## src/rtl/rs_dsp_pkg.sv

```systemverilog
// Shared types and helpers for the DSP38 dot-product accumulator.
// Optional saturation is selected by RS_DSP_ACC_SAT_EN (see rs_dsp_acc_add).
package rs_dsp_pkg;

    localparam int unsigned PROD_W = 38;

    typedef enum logic [1:0] {
        IDLE,
        ACCUM,
        HOLD
    } state_t;

    // Extends to PROD_W+1 bits with a correct sign bit; the caller widens the
    // result to ACC_W with a signed cast.
    function automatic logic [PROD_W:0] ext_prod(input logic [PROD_W-1:0] z,
                                                 input logic              is_signed);
        return {is_signed & z[PROD_W-1], z};
    endfunction

endpackage

```

## src/rtl/rs_dsp_dotprod_accum_if.sv

```systemverilog
// Product-in / result-out handshake bundle for rs_dsp_dotprod_accum.
// Optional saturation is selected by RS_DSP_ACC_SAT_EN (no effect on this file).
interface rs_dsp_dotprod_accum_if #(
    parameter int unsigned ACC_W = 64,
    parameter int unsigned LEN_W = 8
);
    import rs_dsp_pkg::*;

    logic [PROD_W-1:0] z_in;
    logic              z_signed;
    logic              z_valid;
    logic              z_ready;
    logic [LEN_W-1:0]  len;
    logic [ACC_W-1:0]  acc_out;
    logic              acc_ovf;
    logic              acc_valid;
    logic              acc_ready;

    modport master (
        output z_in, z_signed, z_valid, len, acc_ready,
        input  z_ready, acc_out, acc_ovf, acc_valid
    );

    modport slave (
        input  z_in, z_signed, z_valid, len, acc_ready,
        output z_ready, acc_out, acc_ovf, acc_valid
    );

endinterface

```

## src/rtl/rs_dsp_acc_add.sv

```systemverilog
// Combinational ACC_W two's-complement adder with signed-overflow detect.
// With RS_DSP_ACC_SAT_EN defined the sum clamps to the signed limits on overflow.
module rs_dsp_acc_add #(
    parameter int unsigned ACC_W = 64
) (
    input  logic [ACC_W-1:0] a,
    input  logic [ACC_W-1:0] b,
    output logic [ACC_W-1:0] sum,
    output logic             ovf
);

    logic [ACC_W-1:0] raw;

    always_comb begin
        raw = a + b;
        ovf = (a[ACC_W-1] == b[ACC_W-1]) && (raw[ACC_W-1] != a[ACC_W-1]);
`ifdef RS_DSP_ACC_SAT_EN
        // Overflow direction follows the common operand sign.
        if (ovf) begin
            sum = a[ACC_W-1] ? {1'b1, {(ACC_W-1){1'b0}}} : {1'b0, {(ACC_W-1){1'b1}}};
        end else begin
            sum = raw;
        end
`else
        sum = raw;
`endif
    end

endmodule

```

## src/rtl/rs_dsp_dotprod_accum.sv

```systemverilog
// Dot-product accumulator over the DSP38 product stream with a valid/ready result.
// Saturating arithmetic when RS_DSP_ACC_SAT_EN is defined, wrap-around otherwise.
module rs_dsp_dotprod_accum
    import rs_dsp_pkg::*;
#(
    parameter int unsigned ACC_W = 64,
    parameter int unsigned LEN_W = 8
) (
    input logic                   clk,
    input logic                   reset,
    rs_dsp_dotprod_accum_if.slave bus
);

    state_t            state_q, state_d;
    logic [ACC_W-1:0]  acc_q, acc_d;
    logic              ovf_q, ovf_d;
    logic [LEN_W-1:0]  rem_q, rem_d;

    logic [PROD_W:0]   z_ext39;
    logic [ACC_W-1:0]  z_ext;
    logic [ACC_W-1:0]  add_sum;
    logic              add_ovf;

    assign z_ext39 = ext_prod(bus.z_in, bus.z_signed);
    assign z_ext   = ACC_W'($signed(z_ext39));

    rs_dsp_acc_add #(.ACC_W(ACC_W)) u_add (
        .a   (acc_q),
        .b   (z_ext),
        .sum (add_sum),
        .ovf (add_ovf)
    );

    always_ff @(posedge clk) begin
        if (reset) begin
            state_q <= IDLE;
            acc_q   <= '0;
            ovf_q   <= 1'b0;
            rem_q   <= '0;
        end else begin
            state_q <= state_d;
            acc_q   <= acc_d;
            ovf_q   <= ovf_d;
            rem_q   <= rem_d;
        end
    end

    // z_ready is 1 in IDLE/ACCUM, so z_valid alone marks an accepted beat there.
    always_comb begin
        state_d = state_q;
        acc_d   = acc_q;
        ovf_d   = ovf_q;
        rem_d   = rem_q;
        unique case (state_q)
            IDLE: begin
                if (bus.z_valid) begin
                    acc_d   = z_ext;
                    ovf_d   = 1'b0;
                    rem_d   = (bus.len == '0) ? '0 : bus.len - LEN_W'(1);
                    state_d = (bus.len <= LEN_W'(1)) ? HOLD : ACCUM;
                end
            end
            ACCUM: begin
                if (bus.z_valid) begin
                    acc_d = add_sum;
                    ovf_d = ovf_q | add_ovf;
                    rem_d = rem_q - LEN_W'(1);
                    if (rem_q == LEN_W'(1)) begin
                        state_d = HOLD;
                    end
                end
            end
            HOLD: begin
                if (bus.acc_ready) begin
                    state_d = IDLE;
                end
            end
            default: state_d = IDLE;
        endcase
    end

    assign bus.z_ready   = !reset && (state_q != HOLD);
    assign bus.acc_valid = (state_q == HOLD);
    assign bus.acc_out   = acc_q;
    assign bus.acc_ovf   = ovf_q;

endmodule

```

## src/flat_wrapper.sv

```systemverilog
// flat-port wrapper written by rule: the top's interface ports become plain ports
module rs_dsp_dotprod_accum_flat import rs_dsp_pkg::*;
#(
    parameter int unsigned ACC_W = 64,
    parameter int unsigned LEN_W = 8
)
  (clk, reset, bus_z_in, bus_z_signed, bus_z_valid, bus_len, bus_acc_ready, bus_z_ready, bus_acc_out, bus_acc_ovf, bus_acc_valid);
  rs_dsp_dotprod_accum_if #(.ACC_W(ACC_W), .LEN_W(LEN_W)) bus_i ();
  input logic clk;
  input logic reset;
  input wire logic [$bits(bus_i.z_in)-1:0] bus_z_in;
  input wire logic [$bits(bus_i.z_signed)-1:0] bus_z_signed;
  input wire logic [$bits(bus_i.z_valid)-1:0] bus_z_valid;
  input wire logic [$bits(bus_i.len)-1:0] bus_len;
  input wire logic [$bits(bus_i.acc_ready)-1:0] bus_acc_ready;
  output wire logic [$bits(bus_i.z_ready)-1:0] bus_z_ready;
  output wire logic [$bits(bus_i.acc_out)-1:0] bus_acc_out;
  output wire logic [$bits(bus_i.acc_ovf)-1:0] bus_acc_ovf;
  output wire logic [$bits(bus_i.acc_valid)-1:0] bus_acc_valid;
  assign bus_i.z_in = bus_z_in;
  assign bus_i.z_signed = bus_z_signed;
  assign bus_i.z_valid = bus_z_valid;
  assign bus_i.len = bus_len;
  assign bus_i.acc_ready = bus_acc_ready;
  assign bus_z_ready = bus_i.z_ready;
  assign bus_acc_out = bus_i.acc_out;
  assign bus_acc_ovf = bus_i.acc_ovf;
  assign bus_acc_valid = bus_i.acc_valid;
  rs_dsp_dotprod_accum #(.ACC_W(ACC_W), .LEN_W(LEN_W)) u_core (.clk(clk), .reset(reset), .bus(bus_i));
endmodule
```

## config.mk

```make
export PLATFORM = sky130hd
export DESIGN_NAME = rs_dsp_dotprod_accum_flat
export DESIGN_NICKNAME = d
export VERILOG_FILES = /design/src/rtl/rs_dsp_pkg.sv /design/src/rtl/rs_dsp_dotprod_accum_if.sv /design/src/rtl/rs_dsp_acc_add.sv /design/src/rtl/rs_dsp_dotprod_accum.sv /design/src/flat_wrapper.sv
export SDC_FILE = /design/constraint.sdc
export NUM_CORES = 1
export LEC_CHECK = 0
export CORE_MARGIN = 8
export CORE_UTILIZATION = 50
export DETAILED_ROUTE_END_ITERATION = 16
export HOLD_SLACK_MARGIN = 0.1
export PLACE_DENSITY = 0.74
export SETUP_SLACK_MARGIN = 0.4
export SLEW_MARGIN = 20
export SYNTH_ARGS = -nofsm -noshare
export SYNTH_HDL_FRONTEND = slang
export SYNTH_HIERARCHICAL = 1
export SYNTH_SLANG_ARGS = --single-unit
export TNS_END_PERCENT = 1
```

## constraint.sdc

```tcl
create_clock -name clk -period 6 [get_ports clk]
set_input_delay 1.8 -clock clk [delete_from_list [all_inputs] [get_ports clk]]
set_output_delay 1.8 -clock clk [all_outputs]
set_load 0.01 [all_outputs]
```

## Yosys cells after proc, flatten, opt, wreduce, memory -nomap -nowiden

Cells that the tools add are included.

| operators by class | value |
|---|---|
| add/subtract/negate cells | 3 |
| multiply operators | 0 |
| div/mod/pow operators | 0 |
| order comparisons | 1 |
| equal/unequal tests | 10 |
| shifts and indexed selects | 0 |
| multiplexer cells | 16 |
| bitwise operators | 2 |
| reductions and logical operators | 8 |

Operator list:

| operator | count |
|---|---|
| two-way mux 64 bit | 2 |
| one-hot mux 64 bit (2 select lines) | 1 |
| adder 64 bit | 1 |
| two-way mux 8 bit | 3 |
| one-hot mux 8 bit (2 select lines) | 1 |
| subtractor 8 x 1 -> 8 bit (second input constant) | 2 |
| two-way mux 2 bit | 5 |
| == test 8 x 1 -> 1 bit (second input constant) | 1 |
| less-or-equal comparator 8 x 1 -> 1 bit (second input constant) | 1 |
| zero test 8 bit | 1 |
| != test 2 bit (second input constant) | 4 |
| one-hot mux 2 bit (3 select lines) | 1 |
| AND reduction 4 bit | 1 |
| AND reduction 3 bit | 1 |
| == test 2 x 1 -> 1 bit (second input constant) | 1 |
| == test 2 bit (second input constant) | 1 |
| logical AND 1 bit | 2 |
| zero test 2 bit | 1 |
| two-way mux 1 bit | 2 |
| != test 2 x 1 -> 1 bit (second input constant) | 1 |
| one-hot mux 1 bit (2 select lines) | 1 |
| nonzero test 2 bit | 1 |
| AND 1 bit | 1 |
| == test 1 bit | 1 |
| other kinds (3) | 3 |

| word-level totals | value |
|---|---|
| register bits after elaboration | 75 |
| latch bits | 0 |
| bits in writable memories | 0 |
| bits in read-only memories | 0 |
| bits of input ports | 51 |
| output and inout bits | 67 |
| memories | 0 |

## Longest topological paths before layout

Gate-level depths: netlist (run 1).

| depth | value |
|---|---|
| depth in word-level cells | 7 |
| depth in mapped cells | 15 |
| gate-level depth less buffers | 14 |

## Modules after synthesis

The synthesis (run 1) kept the hierarchy.

Modules (own cells, without submodules):

| module | instances | cells an instance | area each (um^2) | sequential area each (um^2) |
|---|---|---|---|---|
| rs_dsp_acc_add | 1 | 586 | 3940.0 | 0.0 |
| rs_dsp_dotprod_accum | 1 | 394 | 3390.8 | 1501.4 |

## Worst setup path after synthesis (run 1)

No wires, ideal clock.

| path | value |
|---|---|
| kind | input port to flip-flop |
| from | input bus_z_in[37] |
| to | register u_core.acc_q[49] (netlist: u_core/bus.acc_out[49]) |
| setup time | 0.132 ns |
| arrival time | 4.507 ns |
| required time | 5.868 ns |
| path slack | 1.362 ns |
| stages on the path | 14 |
| cell sequence | nand2_1 > inv_1 > ha_1 > clkbuf_1 > nand4_1 > or2_2 > nor3_1 > nand2b_1 > o31ai_1 > a221oi_1 > o21ba_2 > xnor2_1 > a21oi_1 > nor3_1 |

| between the ends | value |
|---|---|
| cells in the longest elaborated chain, start to end | 4 |

Ends and longest elaborated chain:

| what | line | text |
|---|---|---|
| start: declaration | flat_wrapper.sv:11 | `input wire logic [$bits(bus_i.z_in)-1:0] bus_z_in;` |
| AND 1 bit | rs_dsp_pkg.sv:17 | `return {is_signed & z[PROD_W-1], z};` |
| net u_core.z_ext[38] | rs_dsp_dotprod_accum.sv:20 | `logic [ACC_W-1:0] z_ext;` |
| adder 64 bit | rs_dsp_acc_add.sv:15 | `raw = a + b;` |
| net u_core.add_sum[49] | rs_dsp_dotprod_accum.sv:21 | `logic [ACC_W-1:0] add_sum;` |
| two-way mux 64 bit | rs_dsp_dotprod_accum.sv:64 | `if (bus.z_valid) begin` |
| one-hot mux 64 bit (2 select lines) | rs_dsp_dotprod_accum.sv:54 | `unique case (state_q)` |
| end signal: assignment | rs_dsp_dotprod_accum.sv:37 | `acc_q <= '0;` |
| end signal: assignment | rs_dsp_dotprod_accum.sv:42 | `acc_q <= acc_d;` |
| end: declaration | rs_dsp_dotprod_accum.sv:15 | `logic [ACC_W-1:0] acc_q, acc_d;` |

The timed path passes the listed nets, and every way through them passes these cells. The select of a mux whose other input is x is not followed.
A chain may end at the register's enable or synchronous reset.

## Worst setup path in the final report (run 1)

Ends and elaborated chain as after synthesis.

==> run_results.csv, run 1 <==
group,metric,value,unit
run_status,status,"completed",
power_and_ir_drop,peakVddDrop,0.000151,V
clock_tree,cts_setup_buffers,0,
timing,slew_headroom,26.4,%
grt,grt_pass1_vias,6879,
floorplanning,die_area,18800,um^2
drt,drtPass1Iterations,5,
timing,fin_crit_sh,89.1,%
synthesis,async_reset_ff_share,0,%
placed_design,place_hpwl,16.0,mm
drt,wl,21.5,mm
cells_and_area,final_common_cell,"clkdlybuf4s50_1",
clock_tree,numCtsBuffers,9,
floorplanning,die_x,137,um
synthesis,syn_inst,980,
power_and_ir_drop,switchingPower,0.000890,W
drt,num_vias,7391,
job,drv_cap,0,
timing,fmaxAchievable,187,MHz
clock_tree,cts_tree,"built",
floorplanning,start_util,50.8,%
clock_tree,clk_latency,340,ps
power_and_ir_drop,clkPwrFrac,26.5,%
cells_and_area,syn2layout_area_growth,20.5,%
clock_tree,path_clk_slew,60,ps
power_and_ir_drop,swShare,38.6,%
synthesis,synth-edff-count,0,
timing,holdWs,513,ps
timing,tightest_slew,1100,ps
cells_and_area,final_core_util,61.2,%
worst_setup_path,setup.worst_path.end_class,"flip-flop",
synthesis,synth_area,7330,um^2
timing,period_needed,5340,ps
drt,drc,0,
timing,slew_violations,0,
worst_setup_path,crit_fanout,11,
cells_and_area,num_antenna_cells,0,
grt,grt_pass1_wl,35.0,mm
cells_and_area,final_cell_area,8830,um^2
clock_tree,clk_path_buf_depth,2,
timing,final_hold_viol_count,0,
synthesis,synth_area_per_cell,7.48,um^2
worst_setup_path,rrSetupSlack,2540,ps
synthesis,ys_warn_count,6,
placed_design,dpl-instance-area,8500,um^2
floorplanning,core,14400,um^2
drt,drtAntennaViolNets,0,
clock_tree,cts_hold_buf,0,
clock_tree,root_buffer,"clkbuf_16",
synthesis,synth-seq-area-share,20.5,%
power_and_ir_drop,seq_power_share,26.9,%
placed_design,port_buffers,117,
worst_setup_path,cp.arrival,5590,ps
synthesis,ys_ff_latch,75,
grt,track_usage,22.7,%
cells_and_area,nNetsFinal,1167,
worst_setup_path,worstSetupPathType,"input port to flip-flop",
clock_tree,tritoncts_num_sinks,75,
timing,skew,7.38,ps
synthesis,synth_top_area_share,20.5,%
synthesis,synth_area_leaders,"dfxtp_1, ha_1, a21oi_1, mux2i_1, nor2_1",
cells_and_area,final_cell_mix,"clkdlybuf4s50_1, nor2_1, a21oi_1",
clock_tree,cts_max_level,3,
drt,avgViaCountPerCell,5.97,
synthesis,syn_nets,1099,
grt,overflow,0,
worst_setup_path,cp_data_required_time,6250,ps
power_and_ir_drop,p_comb_share,46.6,%
synthesis,synth_cell_types,69,
synthesis,synthFlopType,"dfxtp_1",
power_and_ir_drop,p_leak,3.75,nW
clock_tree,cts_resized,0,
hold_path,hp-class,"flip-flop to flip-flop",
power_and_ir_drop,power_density,261,nW/um^2
placed_design,gp_congestion,0.905,
cells_and_area,drive_gt1_share,4.37,%
floorplanning,num_rows,44,
timing,rsz0062_at_grt,"no",
worst_setup_path,cp-start-kind,"input port",
drt,drt-initial-drc-count,639,
floorplanning,ios,118,
synthesis,yosys.area.top_type,"dfxtp_1",
grt,grt_max_degree,77,
power_and_ir_drop,p_int,0.00142,W
timing,fin_tns_setup,0,ps
drt,wire_per_inst,17.4,um
grt,antenna_found_initial,0,
floorplanning,die_h,137,um
timing,setup_viol,0,
==> layout make-up <==
type | instances | area [um^2]
fillers | 1373 | 5590
multi-input cells | 813 | 5460
flip-flops and latches | 75 | 1510
repair buffers | 124 | 1220
clock buffers | 12 | 256
well taps | 184 | 230
inverters | 25 | 93.8
clock inverters | 4 | 72.6
==> critical path, cell delays in order <==
cell and delay [ps]:
clkdlybuf4s50_1 510, nand2_1 110, inv_1 340, buf_4 270, ha_1 250, nand4_1 140
or2_2 330, nor3_1 260, nand2b_1 90, o31ai_1 580, a221oi_1 190, o21ba_2 240
xnor2_1 140, a21oi_1 80, nor3_1 230
==> power groups by stage <==
stage	Combinational (W)	Sequential, W	Clock (W)
2_1_floorplan	0.000726	0.000643	0
3_3_place_gp	0.00105	0.000632	0
3_5_place_dp	0.00106	0.000631	0
4_1_cts	0.00107	0.000621	0.000626
5_1_grt	0.00118	0.000631	0.000646
6_report	0.00107	0.000622	0.000611
==> Yosys cell counts (all sizes together) (28+ instances only) <==
master,instances
a21o,37
nand2,68
o21ai,55
nor2,110
nor3,43
nand4,30
ha,67
xnor2,33
a211oi,42
clkbuf,42
mux2i,42
xor2,28
dfxtp,75
a21oi,111
==> per-layer routing <==
metal  share of wire [%]  vias to the layer above  GRT usage (%)
li1                    -                     3748              -
met1                  49                     3410           31.5
met2                  45                      212           36.2
met3                 4.8                       21           2.79
met4                 1.3                        0           6.28
met5                   0                        -              0
==> worst paths after layout <==
path                          startpoint                     end  cells past startpoint
setup / recovery            bus_z_in[37]  u_core/bus.acc_out[49]                     15
hold / removal    u_core/bus.acc_out[44]  u_core/bus.acc_out[44]                      2
setup reg to reg   u_core/bus.acc_out[0]  u_core/bus.acc_out[56]                     13
hold reg to reg   u_core/bus.acc_out[44]  u_core/bus.acc_out[44]                      2
==> kinds of logic (layout without fill, tap and decap cells) <==
group	count (synthesis)	after routing	share of synthesized area, %
compound gates	326	326	28.9
buf+inv	92	165	5.19
flops	75	75	20.5
simple gates	316	316	20.7
mux	42	42	5.73
xor+xnor	61	61	7.29
fa+ha+maj	68	68	11.7
==> state kept, by name, indices dropped and copies added (netlist names) <==
name	count
u_core/bus.acc_out	64
u_core/bus.acc_ovf	1
u_core/rem_q	8
u_core/state_q	2
==> per-stage QoR <==
stage	setup WS (ps)	power, W	cells
after floorplan	1360	0.00137	980
after global placement	475	0.00169	1221
after detailed placement	387	0.00169	1221
after CTS	733	0.00232	1237
after global routing	409	0.00246	1237
final	657	0.00231	1237
Note: power is estimated with default switching activity, not from simulation.
==> inputs of run 2 (changes only) <==
HOLD_SLACK_MARGIN = unset   (was 0.1)
SKIP_LAST_GASP = 1   (was unset)
==> results of run 2 <==
No change in the layout: final DEF, timing and power equal those of run 1.
